--- src/rtl/eth_f_pkt_gen_pkg.sv ---
// Shared types, constants and helpers for the 25G packet-client generator.
package eth_f_pkt_gen_pkg;

    typedef enum logic [1:0] {
        IDLE = 2'd0,
        SEND = 2'd1,
        IPG  = 2'd2,
        DONE = 2'd3
    } pkt_gen_state_e;

    // Plain-vector aliases of the state encoding for logic [1:0] state registers
    localparam logic [1:0] ST_IDLE = IDLE;
    localparam logic [1:0] ST_SEND = SEND;
    localparam logic [1:0] ST_IPG  = IPG;
    localparam logic [1:0] ST_DONE = DONE;

    localparam int MIN_PKT_LEN    = 64;
    localparam int MAX_PKT_LEN    = 9600;
    localparam int BYTES_PER_BEAT = 8;

    // Unused byte lanes on the last beat; only the byte offset within a beat matters
    function automatic logic [2:0] calc_empty(input logic [2:0] len);
        logic [3:0] r;
        r = 4'(BYTES_PER_BEAT) - {1'b0, len};
        return r[2:0];
    endfunction

endpackage

--- src/rtl/eth_f_packet_client_pkt_gen_25g_if.sv ---
// Avalon-ST TX bus between the packet generator and its sink.
interface eth_f_packet_client_pkt_gen_25g_if #(
    parameter int WIDTH       = 64,
    parameter int EMPTY_WIDTH = 3
);
    logic                   tx_valid;
    logic                   tx_sop;
    logic                   tx_eop;
    logic [WIDTH-1:0]       tx_data;
    logic [EMPTY_WIDTH-1:0] tx_empty;
    logic                   tx_ready;

    modport master (
        output tx_valid, tx_sop, tx_eop, tx_data, tx_empty,
        input  tx_ready
    );

    modport slave (
        input  tx_valid, tx_sop, tx_eop, tx_data, tx_empty,
        output tx_ready
    );
endinterface

--- src/rtl/eth_f_pkt_gen_len_seq.sv ---
// Packet length sequencer: clamps the configured range, walks fixed or
// incrementing lengths and derives beat count and eop empty for the next packet.
module eth_f_pkt_gen_len_seq
    import eth_f_pkt_gen_pkg::*;
#(
    parameter int LEN_WIDTH   = 14,
    parameter int EMPTY_WIDTH = 3,
    parameter int BEAT_W      = LEN_WIDTH - 2
) (
    input  logic                   i_clk,
    input  logic                   i_reset,
    input  logic                   i_len_mode,
    input  logic [LEN_WIDTH-1:0]   i_len_min,
    input  logic [LEN_WIDTH-1:0]   i_len_max,
    input  logic                   i_restart,
    input  logic                   i_next_pkt,
    output logic [BEAT_W-1:0]      o_beats,
    output logic [EMPTY_WIDTH-1:0] o_empty
);

    logic [LEN_WIDTH-1:0] cur_len;
    logic [LEN_WIDTH-1:0] min_c;
    logic [LEN_WIDTH-1:0] max_raw;
    logic [LEN_WIDTH-1:0] max_c;
    logic [LEN_WIDTH-1:0] eff_len;
    logic [LEN_WIDTH:0]   len_plus;

    function automatic logic [LEN_WIDTH-1:0] clamp_len(input logic [LEN_WIDTH-1:0] len);
        if (len < LEN_WIDTH'(MIN_PKT_LEN))
            return LEN_WIDTH'(MIN_PKT_LEN);
        else if (len > LEN_WIDTH'(MAX_PKT_LEN))
            return LEN_WIDTH'(MAX_PKT_LEN);
        else
            return len;
    endfunction

    // Legal range and the length of the packet about to start; a stale register
    // that falls outside a reconfigured range snaps back to the minimum
    always_comb begin
        min_c    = clamp_len(i_len_min);
        max_raw  = clamp_len(i_len_max);
        max_c    = (max_raw < min_c) ? min_c : max_raw;
        eff_len  = min_c;
        if (i_len_mode && cur_len >= min_c && cur_len <= max_c)
            eff_len = cur_len;
        len_plus = {1'b0, eff_len} + (LEN_WIDTH+1)'(BYTES_PER_BEAT - 1);
        o_beats  = BEAT_W'(len_plus >> 3);
        o_empty  = EMPTY_WIDTH'(calc_empty(eff_len[2:0]));
    end

    // Length register: restarts at the minimum for each run, steps once per packet
    always_ff @(posedge i_clk) begin
        if (i_reset) begin
            cur_len <= clamp_len(i_len_min);
        end else if (i_restart) begin
            cur_len <= min_c;
        end else if (i_next_pkt) begin
            if (!i_len_mode || eff_len >= max_c)
                cur_len <= min_c;
            else
                cur_len <= eff_len + LEN_WIDTH'(1);
        end
    end

endmodule

--- src/rtl/eth_f_packet_client_pkt_gen_25g.sv ---
// 25G packet-client generator: emits incrementing-word packets on Avalon-ST,
// one-shot or continuous, with fixed/incrementing lengths and an inter-packet gap.
module eth_f_packet_client_pkt_gen_25g
    import eth_f_pkt_gen_pkg::*;
#(
    parameter int               WIDTH       = 64,
    parameter int               EMPTY_WIDTH = 3,
    parameter logic [WIDTH-1:0] DATA_SEED   = 64'h11223344_10203040,
    parameter int               LEN_WIDTH   = 14
) (
    input  logic                  i_clk,
    input  logic                  i_reset,
    input  logic                  i_cfg_pkt_gen_tx_en,
    input  logic                  i_cfg_pkt_gen_cont_mode,
    input  logic [31:0]           i_cfg_pkt_num,
    input  logic                  i_cfg_len_mode,
    input  logic [LEN_WIDTH-1:0]  i_cfg_pkt_len_min,
    input  logic [LEN_WIDTH-1:0]  i_cfg_pkt_len_max,
    input  logic [7:0]            i_cfg_ipg_cycles,
    eth_f_packet_client_pkt_gen_25g_if.master tx,
    output logic [31:0]           o_pkt_sent_cnt,
    output logic                  o_gen_done,
    output logic                  o_busy
);

    localparam int BEAT_W = LEN_WIDTH - 2;

    logic [1:0]             state;
    logic [WIDTH-1:0]       data_reg;
    logic [BEAT_W-1:0]      beat_idx;
    logic [BEAT_W-1:0]      pkt_beats;
    logic [EMPTY_WIDTH-1:0] pkt_empty;
    logic [BEAT_W-1:0]      seq_beats;
    logic [EMPTY_WIDTH-1:0] seq_empty;
    logic [7:0]             ipg_cnt;
    logic [31:0]            sent_cnt;
    logic [31:0]            sent_cnt_inc;
    logic                   in_send;
    logic                   is_sop;
    logic                   is_eop;
    logic                   beat_acc;
    logic                   sop_acc;
    logic                   eop_acc;
    logic                   run_start;
    logic [WIDTH-1:0]       eop_mask;

    eth_f_pkt_gen_len_seq #(
        .LEN_WIDTH   (LEN_WIDTH),
        .EMPTY_WIDTH (EMPTY_WIDTH),
        .BEAT_W      (BEAT_W)
    ) u_len_seq (
        .i_clk      (i_clk),
        .i_reset    (i_reset),
        .i_len_mode (i_cfg_len_mode),
        .i_len_min  (i_cfg_pkt_len_min),
        .i_len_max  (i_cfg_pkt_len_max),
        .i_restart  (run_start),
        .i_next_pkt (sop_acc),
        .o_beats    (seq_beats),
        .o_empty    (seq_empty)
    );

    // Beat framing and handshake decode; packets are at least 8 beats so sop and eop never share a beat
    always_comb begin
        in_send      = (state == ST_SEND);
        is_sop       = in_send && (beat_idx == '0);
        is_eop       = in_send && (beat_idx != '0) && (beat_idx == pkt_beats - BEAT_W'(1));
        beat_acc     = in_send && tx.tx_ready;
        sop_acc      = beat_acc && is_sop;
        eop_acc      = beat_acc && is_eop;
        run_start    = (state == ST_IDLE) && i_cfg_pkt_gen_tx_en;
        sent_cnt_inc = (sent_cnt == 32'hFFFF_FFFF) ? sent_cnt : sent_cnt + 32'd1;
        eop_mask     = {WIDTH{1'b1}} << {pkt_empty, 3'b000};
    end

    // Outputs are decoded from registers only, so they stay frozen while the sink stalls
    assign tx.tx_valid     = in_send;
    assign tx.tx_sop       = is_sop;
    assign tx.tx_eop       = is_eop;
    assign tx.tx_data      = !in_send ? '0 : (is_eop ? (data_reg & eop_mask) : data_reg);
    assign tx.tx_empty     = is_eop ? pkt_empty : '0;
    assign o_pkt_sent_cnt  = sent_cnt;
    assign o_gen_done      = (state == ST_DONE);
    assign o_busy          = (state != ST_IDLE);

    // Datapath: payload counter runs across packets, packet shape is captured at sop
    always_ff @(posedge i_clk) begin
        if (i_reset) begin
            data_reg  <= DATA_SEED;
            beat_idx  <= '0;
            pkt_beats <= '0;
            pkt_empty <= '0;
        end else begin
            if (beat_acc) begin
                data_reg <= data_reg + WIDTH'(1);
                beat_idx <= is_eop ? '0 : beat_idx + BEAT_W'(1);
            end
            if (sop_acc) begin
                pkt_beats <= seq_beats;
                pkt_empty <= seq_empty;
            end
        end
    end

    // Run control: packet counting, gap timing and one-shot completion
    always_ff @(posedge i_clk) begin
        if (i_reset) begin
            state    <= ST_IDLE;
            ipg_cnt  <= '0;
            sent_cnt <= '0;
        end else begin
            case (state)
                ST_IDLE: begin
                    if (i_cfg_pkt_gen_tx_en) begin
                        sent_cnt <= '0;
                        if (!i_cfg_pkt_gen_cont_mode && i_cfg_pkt_num == 32'd0)
                            state <= ST_DONE;
                        else
                            state <= ST_SEND;
                    end
                end
                ST_SEND: begin
                    if (eop_acc) begin
                        sent_cnt <= sent_cnt_inc;
                        if (!i_cfg_pkt_gen_cont_mode && sent_cnt_inc == i_cfg_pkt_num) begin
                            state <= ST_DONE;
                        end else if (!i_cfg_pkt_gen_tx_en) begin
                            state <= ST_IDLE;
                        end else if (i_cfg_ipg_cycles != 8'd0) begin
                            state   <= ST_IPG;
                            ipg_cnt <= i_cfg_ipg_cycles;
                        end
                    end
                end
                ST_IPG: begin
                    if (ipg_cnt <= 8'd1)
                        state <= i_cfg_pkt_gen_tx_en ? ST_SEND : ST_IDLE;
                    else
                        ipg_cnt <= ipg_cnt - 8'd1;
                end
                default: begin
                    if (!i_cfg_pkt_gen_tx_en)
                        state <= ST_IDLE;
                end
            endcase
        end
    end

endmodule
--- src/flat_wrapper.sv ---
// flat-port wrapper written by rule: the top's interface ports become plain ports
module eth_f_packet_client_pkt_gen_25g_flat import eth_f_pkt_gen_pkg::*;
#(
    parameter int               WIDTH       = 64,
    parameter int               EMPTY_WIDTH = 3,
    parameter logic [WIDTH-1:0] DATA_SEED   = 64'h11223344_10203040,
    parameter int               LEN_WIDTH   = 14
)
  (i_clk, i_reset, i_cfg_pkt_gen_tx_en, i_cfg_pkt_gen_cont_mode, i_cfg_pkt_num, i_cfg_len_mode, i_cfg_pkt_len_min, i_cfg_pkt_len_max, i_cfg_ipg_cycles, o_pkt_sent_cnt, o_gen_done, o_busy, tx_tx_valid, tx_tx_sop, tx_tx_eop, tx_tx_data, tx_tx_empty, tx_tx_ready);
  eth_f_packet_client_pkt_gen_25g_if #(.WIDTH(WIDTH), .EMPTY_WIDTH(EMPTY_WIDTH)) tx_i ();
  input  logic i_clk;
  input  logic i_reset;
  input  logic i_cfg_pkt_gen_tx_en;
  input  logic i_cfg_pkt_gen_cont_mode;
  input  logic [31:0] i_cfg_pkt_num;
  input  logic i_cfg_len_mode;
  input  logic [LEN_WIDTH-1:0] i_cfg_pkt_len_min;
  input  logic [LEN_WIDTH-1:0] i_cfg_pkt_len_max;
  input  logic [7:0] i_cfg_ipg_cycles;
  output logic [31:0] o_pkt_sent_cnt;
  output logic o_gen_done;
  output logic o_busy;
  output wire logic [$bits(tx_i.tx_valid)-1:0] tx_tx_valid;
  output wire logic [$bits(tx_i.tx_sop)-1:0] tx_tx_sop;
  output wire logic [$bits(tx_i.tx_eop)-1:0] tx_tx_eop;
  output wire logic [$bits(tx_i.tx_data)-1:0] tx_tx_data;
  output wire logic [$bits(tx_i.tx_empty)-1:0] tx_tx_empty;
  input wire logic [$bits(tx_i.tx_ready)-1:0] tx_tx_ready;
  assign tx_tx_valid = tx_i.tx_valid;
  assign tx_tx_sop = tx_i.tx_sop;
  assign tx_tx_eop = tx_i.tx_eop;
  assign tx_tx_data = tx_i.tx_data;
  assign tx_tx_empty = tx_i.tx_empty;
  assign tx_i.tx_ready = tx_tx_ready;
  eth_f_packet_client_pkt_gen_25g #(.WIDTH(WIDTH), .EMPTY_WIDTH(EMPTY_WIDTH), .DATA_SEED(DATA_SEED), .LEN_WIDTH(LEN_WIDTH)) u_core (.i_clk(i_clk), .i_reset(i_reset), .i_cfg_pkt_gen_tx_en(i_cfg_pkt_gen_tx_en), .i_cfg_pkt_gen_cont_mode(i_cfg_pkt_gen_cont_mode), .i_cfg_pkt_num(i_cfg_pkt_num), .i_cfg_len_mode(i_cfg_len_mode), .i_cfg_pkt_len_min(i_cfg_pkt_len_min), .i_cfg_pkt_len_max(i_cfg_pkt_len_max), .i_cfg_ipg_cycles(i_cfg_ipg_cycles), .tx(tx_i), .o_pkt_sent_cnt(o_pkt_sent_cnt), .o_gen_done(o_gen_done), .o_busy(o_busy));
endmodule
--- config.mk ---
export PLATFORM = sky130hd
export DESIGN_NAME = eth_f_packet_client_pkt_gen_25g_flat
export DESIGN_NICKNAME = d
export VERILOG_FILES = /design/src/rtl/eth_f_pkt_gen_pkg.sv /design/src/rtl/eth_f_packet_client_pkt_gen_25g_if.sv /design/src/rtl/eth_f_pkt_gen_len_seq.sv /design/src/rtl/eth_f_packet_client_pkt_gen_25g.sv /design/src/flat_wrapper.sv
export SDC_FILE = /design/constraint.sdc
export NUM_CORES = 1
export LEC_CHECK = 0
export ABC_AREA = 1
export CORE_MARGIN = 2
export CORE_UTILIZATION = 65
export CTS_BUF_LIST = sky130_fd_sc_hd__clkbuf_4 sky130_fd_sc_hd__clkbuf_8
export CTS_CLUSTER_SIZE = 20
export DETAILED_ROUTE_END_ITERATION = 8
export DONT_BUFFER_PORTS = 1
export MAX_ROUTING_LAYER = met4
export PLACE_DENSITY = 0.89
export SLEW_MARGIN = 20
export SYNTH_ARGS = -nofsm -noshare
export SYNTH_HDL_FRONTEND = slang
export SYNTH_HIERARCHICAL = 1
export SYNTH_SLANG_ARGS = --single-unit
--- constraint.sdc ---
create_clock -name i_clk -period 7.12 [get_ports i_clk]
set_input_delay 1.424 -clock i_clk [delete_from_list [all_inputs] [get_ports i_clk]]
set_output_delay 1.424 -clock i_clk [all_outputs]
set_load 0.05 [all_outputs]
==> metrics.txt, run 1 <==
status=complete, no violations; kind of end point of the critical path=flip-flop; number of diodes=0; vias per cell=5.943; post-synthesis instance total=2070; Post-DRT Antenna Nets=0; Root Buffer=clkbuf_8; Max Cap Violations=0; Synth Warn #=6; Power Dens Cells=310.7 nW/um2; most frequent CP cell=nand2_1; initial antenna violation count=0; crit start category=input port; final instance area=13500 um2; Iteration-0 DRC Markers=1760; vias in the first global route=12370; CP peak stage delay=0.39 ns; worst path arrival time=7.00 ns; Slew @ Worst Pin=1.028 ns; largest fanout on the critical path=14; Mapped Nets=2200; Layout Nets=2205; post-synth top area share=0.2098; Finish-stage setup viols=0; Slew HR=0.3124; Avg Cell Area, Syn=6.131 um2; crit path max-delay cell type=a2111oi_0; Mapped Area=12690 um2; input/output buffers=0; number of buffers created by CTS=17; Initial Utilization=0.6564; Die ar.=20660 um2; Die Width=143.7 um; Die Y=143.7 um; Layout Cells excl Fill=2353; DRC=0; minimum clock period after layout=6.668 ns; Yosys cell types=48; Yosys reg bits=147; core area=19330 um2; CTS Hold Bufs=0; layout cells sized above 1=0.09531; Final Hold Viols=0; CTS Buffer Depth=2; Area Overhead vs Synth=6.408%; DP HPWL=29510 um; CTS clk-pin slew, worst paths=0.09 ns; vias=13980; Post-synth top flop=dfxtp_1; Leakage Power=0.005964 uW; Cell Area, Placed=13080 um2; largest net degree at the start of global routing=64; Sequential Area=3083 um2; drt pass-1 iters=6; routed len/inst=16.63 um; GRT Util Overall=0.3786; CP Class=input port to flip-flop; Multi-input gate area=8250 um2; period utilisation layout=0.9365; worst min path class=flip-flop to flip-flop; FFs w/ async S/R, synth=0; CP delay by family, top=simple AND/OR/NAND/NOR gates; RSZ-0062 raised after global routing=false; area leader, netlist=dfxtp_1; H-tree Lvls=4; CTS tree=yes; global-route wire length before repair=61120 um; RePlAce Congestion=0.9966; GRT overflow=0; Max Slew Vio Count=0; clk_skew=0.02942 ns; fmax=0.1500 GHz; Worst-Skew Late Latency=0.49 ns; utilization after layout=0.6984; Seq/Total Area, Yosys=0.2429; number of fill cells=1755; Worst VDD drop=0.1864 mV; WP buf/inv=5; I/O pins=178; most instantiated cells after synthesis=nand2_1, inv_1, nor2_1, nand3_1, a21oi_1; Worst EP required=7.45 ns; number of flip-flops under the largest register name=64; Post-Place Cells=2319; clock sink total=147; most common cell in the netlist=nand2_1; ranking of synthesized cells by area=dfxtp_1, nand2_1, inv_1; final WL=39130 um; Post-synth EDFFs=14; row count=51
## worst reg2reg max path, cell delays in order (launching register included)
cell	delay, ns
edfxtp_1	0.48
ha_1	0.35
nand2_1	0.08
nor2_1	0.10
o21ai_0	0.09
o211ai_1	0.12
nand3_1	0.12
a21oi_1	0.16
a211oi_1	0.07
o21a_1	0.17
o21ai_0	0.14
nand2_1	0.09
clkinv_1	0.06
buf_4	0.22
nand2_4	0.17
nand2_1	0.09
nand2_1	0.18
ha_1	0.35
a21oi_1	0.15
o21bai_1	0.07
a2111oi_0	0.39
buf_4	0.20
a21boi_2	0.15
buf_4	0.22
nand3_1	0.12
nand2_1	0.09
## layout by cell type, fill, tap and decap left out, drive strengths merged
cell	instances
dfxtp	133
nand4	44
ha	56
o211ai	4
edfxtp	14
clkinv	7
buf	38
inv	314
a221oi	1
nand2	522
a31oi	5
a2111oi	1
clkbuf	18
a21o	4
nand3b	11
nor2	257
nor3b	6
o22ai	2
a21oi	143
o21ai	85
o21bai	10
or2	9
xnor2	13
bufinv	1
nand3	175
a21boi	1
o21a	8
nor3	107
a211oi	18
clkinvlp	2
xor2	49
a311oi	1
nor4	29
## stage by stage
stage	setup TNS (ns)	setup WS, ns	power (uW)	hold slack, ns
floorplan	0	0.5344	3039	0.4437
global placement	0	0.2432	3400	0.4564
detailed placement	-0.3336	-0.03846	3470	0.4628
CTS	0	0.4437	4136	0.4768
global route	0	0.001523	4466	0.5006
finish	0	0.4520	4196	0.4754
## worst paths after layout
path / start / end / slack (ns) / cells after the start
worst min register to register: u_core/ipg_cnt[1]$_SDFFE_PP0P_ / u_core/ipg_cnt[1]$_SDFFE_PP0P_ / 0.48 / 2
worst min-delay path: u_core/ipg_cnt[1]$_SDFFE_PP0P_ / u_core/ipg_cnt[1]$_SDFFE_PP0P_ / 0.48 / 2
worst max register to register: u_core/u_len_seq/cur_len[5]$_DFFE_PP_ / u_core/u_len_seq/cur_len[10]$_DFFE_PP_ / 2.58 / 25
worst max-delay path: i_cfg_pkt_len_min[9] / u_core/u_len_seq/cur_len[10]$_DFFE_PP_ / 0.45 / 35
## area by class of cell
type,instances,share of cell area
clock inverter,14,0.01056
tap,265,0.02455
timing repair buffer,38,0.02112
multi-input combinational,1561,0.6110
sequential,147,0.2283
clock buffer,18,0.01835
inverter,310,0.08617
## power breakdown
part	leakage (uW)	switching, uW	total [uW]	internal, uW
registers	0.00123	492	1490	996
logic	0.00454	1430	2050	620
clock network	0.000195	365	662	297
## per-layer routing
layer  wire [um]  up-vias  track usage  part of all wire
met5           0        -            -                 0
met4        1155        0       0.1290             0.030
met3        4229      101      0.06664              0.11
met2       17720      798       0.5930              0.45
met1       16030     6326       0.4951              0.41
li1            -     6759            -                 -
## what timing repair did
action                                  CTS  global route
buffers inserted                          0             1
endpoints found under the setup margin    0            14
resized for setup                         0             2
## cell families after synthesis
group | after synthesis | share of synthesized area
DFF | 147 | 0.2429
adders and majority gates | 56 | 0.05521
buffers and inverters | 363 | 0.1146
xor gates and xnor gates | 62 | 0.04279
and+or+nand+nor | 1159 | 0.4195
AOI/OAI and AO/OA | 283 | 0.1250
Note: power is estimated with default switching activity, not from simulation.
==> run 2, diff against run 1 <==
==> constraint.sdc (replaced) <==
create_clock -name i_clk -period 7.6 [get_ports i_clk]
set_input_delay 1.52 -clock i_clk [delete_from_list [all_inputs] [get_ports i_clk]]
set_output_delay 1.52 -clock i_clk [all_outputs]
set_load 0.01 [all_outputs]
==> run 2 against run 1 <==
Compared with the run above: via count is 0.61% lower; global-route usage is 0.16 points lower; sequential power is 21% lower; power is 15% lower; routed wire length is 1.3% lower; critical path depth is 6 higher; sequential share of layout area is 0.44 points higher; flip-flop and latch count stayed put; clock power is 2% higher.
==> metrics.txt, run 2 (synthesis gave the netlist of run 1 again) <==
Slew HR=0.3116 (-0.0007850); kind of end point of the critical path=flip-flop; drt pass-1 iters=6 (unchanged); Sequential Area=3083 um2 (unchanged); vias=13900 (-0.61%); number of flip-flops under the largest register name=64 (unchanged); number of diodes=0 (unchanged); CP Class=input port to flip-flop; Die ar.=20660 um2 (unchanged); largest fanout on the critical path=17 (+3); Worst VDD drop=0.1997 mV (+7.1%); worst path arrival time=7.29 ns (+0.29 ns); Die Width=143.7 um (unchanged); crit path max-delay cell type=nor2_1; CTS clk-pin slew, worst paths=0.08 ns (about the same); clk_skew=0.01826 ns (-0.01117 ns); setup tns final=0 ns (unchanged); Multi-input gate area=8190 um2 (-0.73%); status=complete, no violations; Layout Cells excl Fill=2321 (-1.4%); most frequent cells in the layout=nand2_1, inv_1, nor2_1, nand3_1, a21oi_1; Layout Nets=2173 (-1.5%); CTS tree=yes; DP HPWL=29410 um (-0.35%); CTS Buffer Depth=2 (unchanged); layout cells sized above 1=0.07442 (-0.02089); core area=19330 um2 (unchanged); Power Dens Cells=268.5 nW/um2 (-14%); Die Y=143.7 um (unchanged); Initial Utilization=0.6564 (unchanged); Post-DRT Antenna Nets=0 (unchanged); input/output buffers=0 (unchanged); number of fill cells=1732 (-1.3%); routed len/inst=16.64 um (about the same); Worst EP required=7.82 ns (+0.37 ns); Final Hold Viols=0 (unchanged); Setup Buffers After CTS=0 (unchanged); CP peak stage delay=0.33 ns (-0.06 ns); Max Slew Vio Count=0 (unchanged); final WL=38620 um (-1.3%); PostCTS Resize Cnt=0 (unchanged); Root Buffer=clkbuf_8; largest net degree at the start of global routing=64 (unchanged); Slew @ Worst Pin=1.028 ns (+0.0001759 ns); RSZ-0062 raised after global routing=false; clock sink total=147 (unchanged); most common cell after layout, fill and taps aside=nand2_1; Iteration-0 DRC Markers=1427 (-19%); vias in the first global route=12430 (+0.51%); worst min path class=flip-flop to flip-flop; CTS Hold Bufs=0 (unchanged); Worst-Skew Late Latency=0.47 ns (-0.02 ns); Finish-stage setup viols=0 (unchanged); fmax=0.1415 GHz; I/O pins=178 (unchanged); DRC=0 (unchanged); initial antenna violation count=0 (unchanged); Leakage Power=0.005808 uW (-2.6%); pre-CTS WS=0.02728 ns (+0.06575 ns); GRT overflow=0 (unchanged); Max Cap Violations=0 (unchanged); WP buf/inv=3 (-2); Post-Place Cells=2288 (-1.3%); hold slack=0.4759 ns (+0.0004610 ns); final worst slack=0.5314 ns (+0.07944 ns); RePlAce Congestion=1.023 (+2.6%); global-route wire length before repair=60710 um (-0.67%); crit start category=input port; most frequent CP cell=nand2_1; Area Overhead vs Synth=4.387%; period utilisation layout=0.9301; H-tree Lvls=4 (unchanged); GRT Util Overall=0.3770 (-0.001606); minimum clock period after layout=7.069 ns; vias per cell=5.988 (+0.76%); CP delay by family, top=simple AND/OR/NAND/NOR gates; number of buffers created by CTS=17 (unchanged); row count=51 (unchanged)
[run 2: cell types whose count changed in the layout (fill, tap and decap cells not counted), moves of 2 or more]
cell / previous run / this run
bufinv_16: 1 / 3
nor3b_1: 2 / 6
inv_6: 6 / 3
clkinv_4: 2 / 5
nor3_2: 13 / 5
nor3b_2: 4 / 0
nor3_1: 94 / 102
buf_4: 38 / 6
[run 2: path summary, 6_finish.rpt]
path	from	end	slack, ns	cells after the start
setup reg to reg	u_core/u_len_seq/cur_len[4]$_DFFE_PP_	u_core/u_len_seq/cur_len[6]$_DFFE_PP_	2.48	30
hold / removal	u_core/ipg_cnt[1]$_SDFFE_PP0P_	u_core/ipg_cnt[1]$_SDFFE_PP0P_	0.48	2
hold reg to reg	u_core/ipg_cnt[1]$_SDFFE_PP0P_	u_core/ipg_cnt[1]$_SDFFE_PP0P_	0.48	2
setup / recovery	i_cfg_pkt_len_min[6]	u_core/u_len_seq/cur_len[6]$_DFFE_PP_	0.53	41
[run 2: cell type report]
| cell class | count | area share |
|---|---|---|
| multi-input cells | 1561 | 0.6182 |
| well taps | 265 | 0.02503 |
| clock buffers | 17 | 0.01766 |
| inverters | 310 | 0.08784 |
| clock inverters | 15 | 0.01511 |
| repair buffers | 6 | 0.003400 |
| flip-flops and latches | 147 | 0.2327 |
[run 2: per-layer routing]
metal / GRT usage / vias up / wire, um
li1: - / 6722 / -
met1: 0.4820 / 6206 / 15800
met2: 0.5762 / 853 / 17210
met3: 0.08464 / 118 / 4293
met4: 0.1569 / 0 / 1315
met5: - / - / 0
[run 2: through the flow]
stage / power, uW / utilization / area [um2]
after floorplan: 2478 / - / 12690
after global placement: 2774 / 0.6608 / 12780
after detailed placement: 2835 / 0.6608 / 12780
after CTS: 3509 / 0.6833 / 13210
after global routing: 3829 / 0.6852 / 13250
final: 3557 / 0.6852 / 13250
[run 2: worst reg2reg max path, delay by kind of cell (launching register included)]
kind | cells | cell delay, ns
fa+ha+maj | 2 | 0.64
simple gates | 18 | 2.19
compound gates | 7 | 0.94
flops | 1 | 0.50
buf+inv | 3 | 0.59
[run 2: power breakdown]
group          total (uW)  internal, uW  switching, uW
sequential           1180           934            251
combinational        1700           551           1150
clock                 675           334            341
total                3560          1820           1740
==> run 3, diff against run 2 <==
Settings changed: CORE_MARGIN 2 to 8, GPL_ROUTABILITY_DRIVEN from default to 0.
==> run 3 against run 2 <==
Compared with the run above: the flow now finishes with violations (DRC); clock skew up 0.0044 ns; combinational power about the same; flip-flop and latch count unchanged; cell area down 0.25%; critical path depth up 2; worst setup slack worse by 0.012 ns; non-clock buffer count down 1; register-to-register slack better by 0.07 ns; core utilization down 0.17 points; via count up 0.91%; clock power down 1%.
==> metrics.txt, run 3 (synthesis gave the netlist of run 1 again) <==
CTS Buffer Depth=2 (unchanged); minimum clock period after layout=7.081 ns (+0.01222 ns); CTS clk-pin slew, worst paths=0.09 ns (about the same); period utilisation layout=0.9317 (+0.001609); drt pass-1 iters=9 (+3); clock share of power=0.187 (-0.003); clock sink total=147 (unchanged); Switching Fraction=0.4847 (-0.003776); Die Width=155.7 um (+8.3%); routed len/inst=17.20 um (+3.4%); Slew @ Worst Pin=1.079 ns (+0.05152 ns); layout cells sized above 1=0.07258 (-0.001840); Worst VDD drop=0.1690 mV (-15%); crit start category=input port; Die ar.=24250 um2 (+17%); CP peak stage delay=0.34 ns (about the same); RSZ-0062 raised after global routing=false; largest fanout on the critical path=27 (+10); Power Dens Cells=270.0 nW/um2 (+0.55%); fmax=0.1412 GHz (-0.17%); WP buf/inv=6 (+3); CP Class=input port to flip-flop; design internal power=1838 uW (+1.0%); I/O pins=178 (unchanged); Worst EP required=7.82 ns (about the same); Comb power frac=0.479 (+0.002); DP HPWL=30240 um (+2.8%); Area Overhead vs Synth=4.131%; CTS tree=yes; number of diodes=0 (unchanged); input/output buffers=0 (unchanged); worst path arrival time=7.30 ns (about the same); kind of end point of the critical path=flip-flop; largest net degree at the start of global routing=64 (unchanged); GRT overflow=0 (unchanged); Max Cap Violations=0 (unchanged); Iteration-0 DRC Markers=1754 (+23%); vias=14030 (+0.91%); Finish-stage setup viols=0 (unchanged); most frequent cells in the layout=nand2_1, inv_1, nor2_1, nand3_1, a21oi_1; worst min path class=flip-flop to flip-flop; core area=19330 um2 (unchanged); Die Y=155.7 um (+8.3%); GRT Util Overall=0.3324 (-0.04457); Seq pwr share=0.334 (about the same); P_sw=1729 uW (-0.47%); Max Slew Vio Count=0 (unchanged); Root Buffer=clkbuf_8; Leakage Power=0.005799 uW (-0.15%); Layout Cells excl Fill=2318 (-0.13%); global-route wire length before repair=64540 um (+6.3%); CTS Hold Bufs=0 (unchanged); Post-DRT Antenna Nets=0 (unchanged); final WL=39870 um (+3.2%); Final Hold Viols=0 (unchanged); Initial Utilization=0.6564 (unchanged); H-tree Lvls=4 (unchanged); most frequent CP cell=nand2_1; number of fill cells=1687 (-2.6%); DRC=2 (+2); Post-Place Cells=2287 (-0.044%); failing checks=DRC; number of buffers created by CTS=17 (unchanged); Sequential Area=3083 um2 (unchanged); PostCTS Resize Cnt=0 (unchanged); Setup Buffers After CTS=0 (unchanged); vias per cell=6.050 (+1.0%); number of flip-flops under the largest register name=64 (unchanged); clk_skew=0.02261 ns (+0.004357 ns); initial antenna violation count=0 (unchanged); vias in the first global route=12960 (+4.2%); status=finished with violations; Worst-Skew Late Latency=0.47 ns (about the same); row count=51 (unchanged); crit path max-delay cell type=a21oi_1; Slew HR=0.2779 (-0.03370); Multi-input gate area=8175 um2 (-0.18%); most common cell after layout, fill and taps aside=nand2_1; CP delay by family, top=simple AND/OR/NAND/NOR gates; Layout Nets=2171 (-0.092%); setup tns final=0 ns (unchanged)
run 3: changes by cell type in the layout (fill, tap and decap cells not counted), sizes merged:
| cell | delta |
|---|---|
| clkbuf | +3 |
| nand3 | -1 |
| inv | -1 |
| clkinvlp | -1 |
| clkinv | -2 |
| buf | -1 |
run 3: final cells by class:
class,instances,area share
sequential,147,0.2333
inverter,310,0.08805
clock inverter,11,0.01127
tap,265,0.02509
timing repair buffer,5,0.002840
multi-input combinational,1560,0.6186
clock buffer,20,0.02083
run 3: worst reg2reg max path, delay by kind of cell, from the launching register on:
kind / cells / cell delay, ns
and+or+nand+nor: 17 / 2.03
AOI/OAI and AO/OA: 7 / 0.99
buffers and inverters: 4 / 0.65
adders and majority gates: 2 / 0.65
DFF: 1 / 0.49
run 3: worst paths after layout:
| kind | cells after the start | startpoint | to | slack, ns |
|---|---|---|---|---|
| max reg2reg | 30 | u_core/u_len_seq/cur_len[1]$_DFFE_PP_ | u_core/u_len_seq/cur_len[6]$_DFFE_PP_ | 2.55 |
| min reg2reg | 2 | u_core/ipg_cnt[1]$_SDFFE_PP0P_ | u_core/ipg_cnt[1]$_SDFFE_PP0P_ | 0.48 |
| min | 2 | u_core/ipg_cnt[1]$_SDFFE_PP0P_ | u_core/ipg_cnt[1]$_SDFFE_PP0P_ | 0.48 |
| max | 43 | i_cfg_pkt_len_max[12] | u_core/u_len_seq/cur_len[6]$_DFFE_PP_ | 0.52 |
run 3: routing by layer:
layer / vias to the layer above / wire length, um / part of all wire / global-route usage
met5: - / 0 / 0 / -
met4: 0 / 1667 / 0.042 / 0.1604
met3: 150 / 4984 / 0.12 / 0.08172
met2: 898 / 17960 / 0.45 / 0.5234
met1: 6282 / 15270 / 0.38 / 0.3932
li1: 6695 / - / - / -
run 3: metrics by stage:
| step | utilization | cell area [um2] | total power, uW | hold slack [ns] | worst slack [ns] |
|---|---|---|---|---|---|
| 3_5_place_dp | 0.6605 | 12770 | 2844 | 0.4604 | 0.05621 |
| 4_1_cts | 0.6824 | 13190 | 3516 | 0.4740 | 0.4558 |
| 6_report | 0.6835 | 13220 | 3568 | 0.4785 | 0.5192 |
| 2_1_floorplan | - | 12690 | 2478 | 0.4437 | 0.9184 |
| 3_3_place_gp | 0.6605 | 12770 | 2780 | 0.4568 | 0.4558 |
| 5_1_grt | 0.6835 | 13220 | 3834 | 0.4843 | 0.01364 |
run 3: power groups by stage:
stage          Sequential (uW)  Combinational [uW]  Clock [uW]
4_1_cts                   1180                1660         676
3_5_place_dp              1200                1640           0
3_3_place_gp              1200                1580           0
5_1_grt                   1210                1920         709
6_report                  1190                1710         668
2_1_floorplan             1110                1370           0
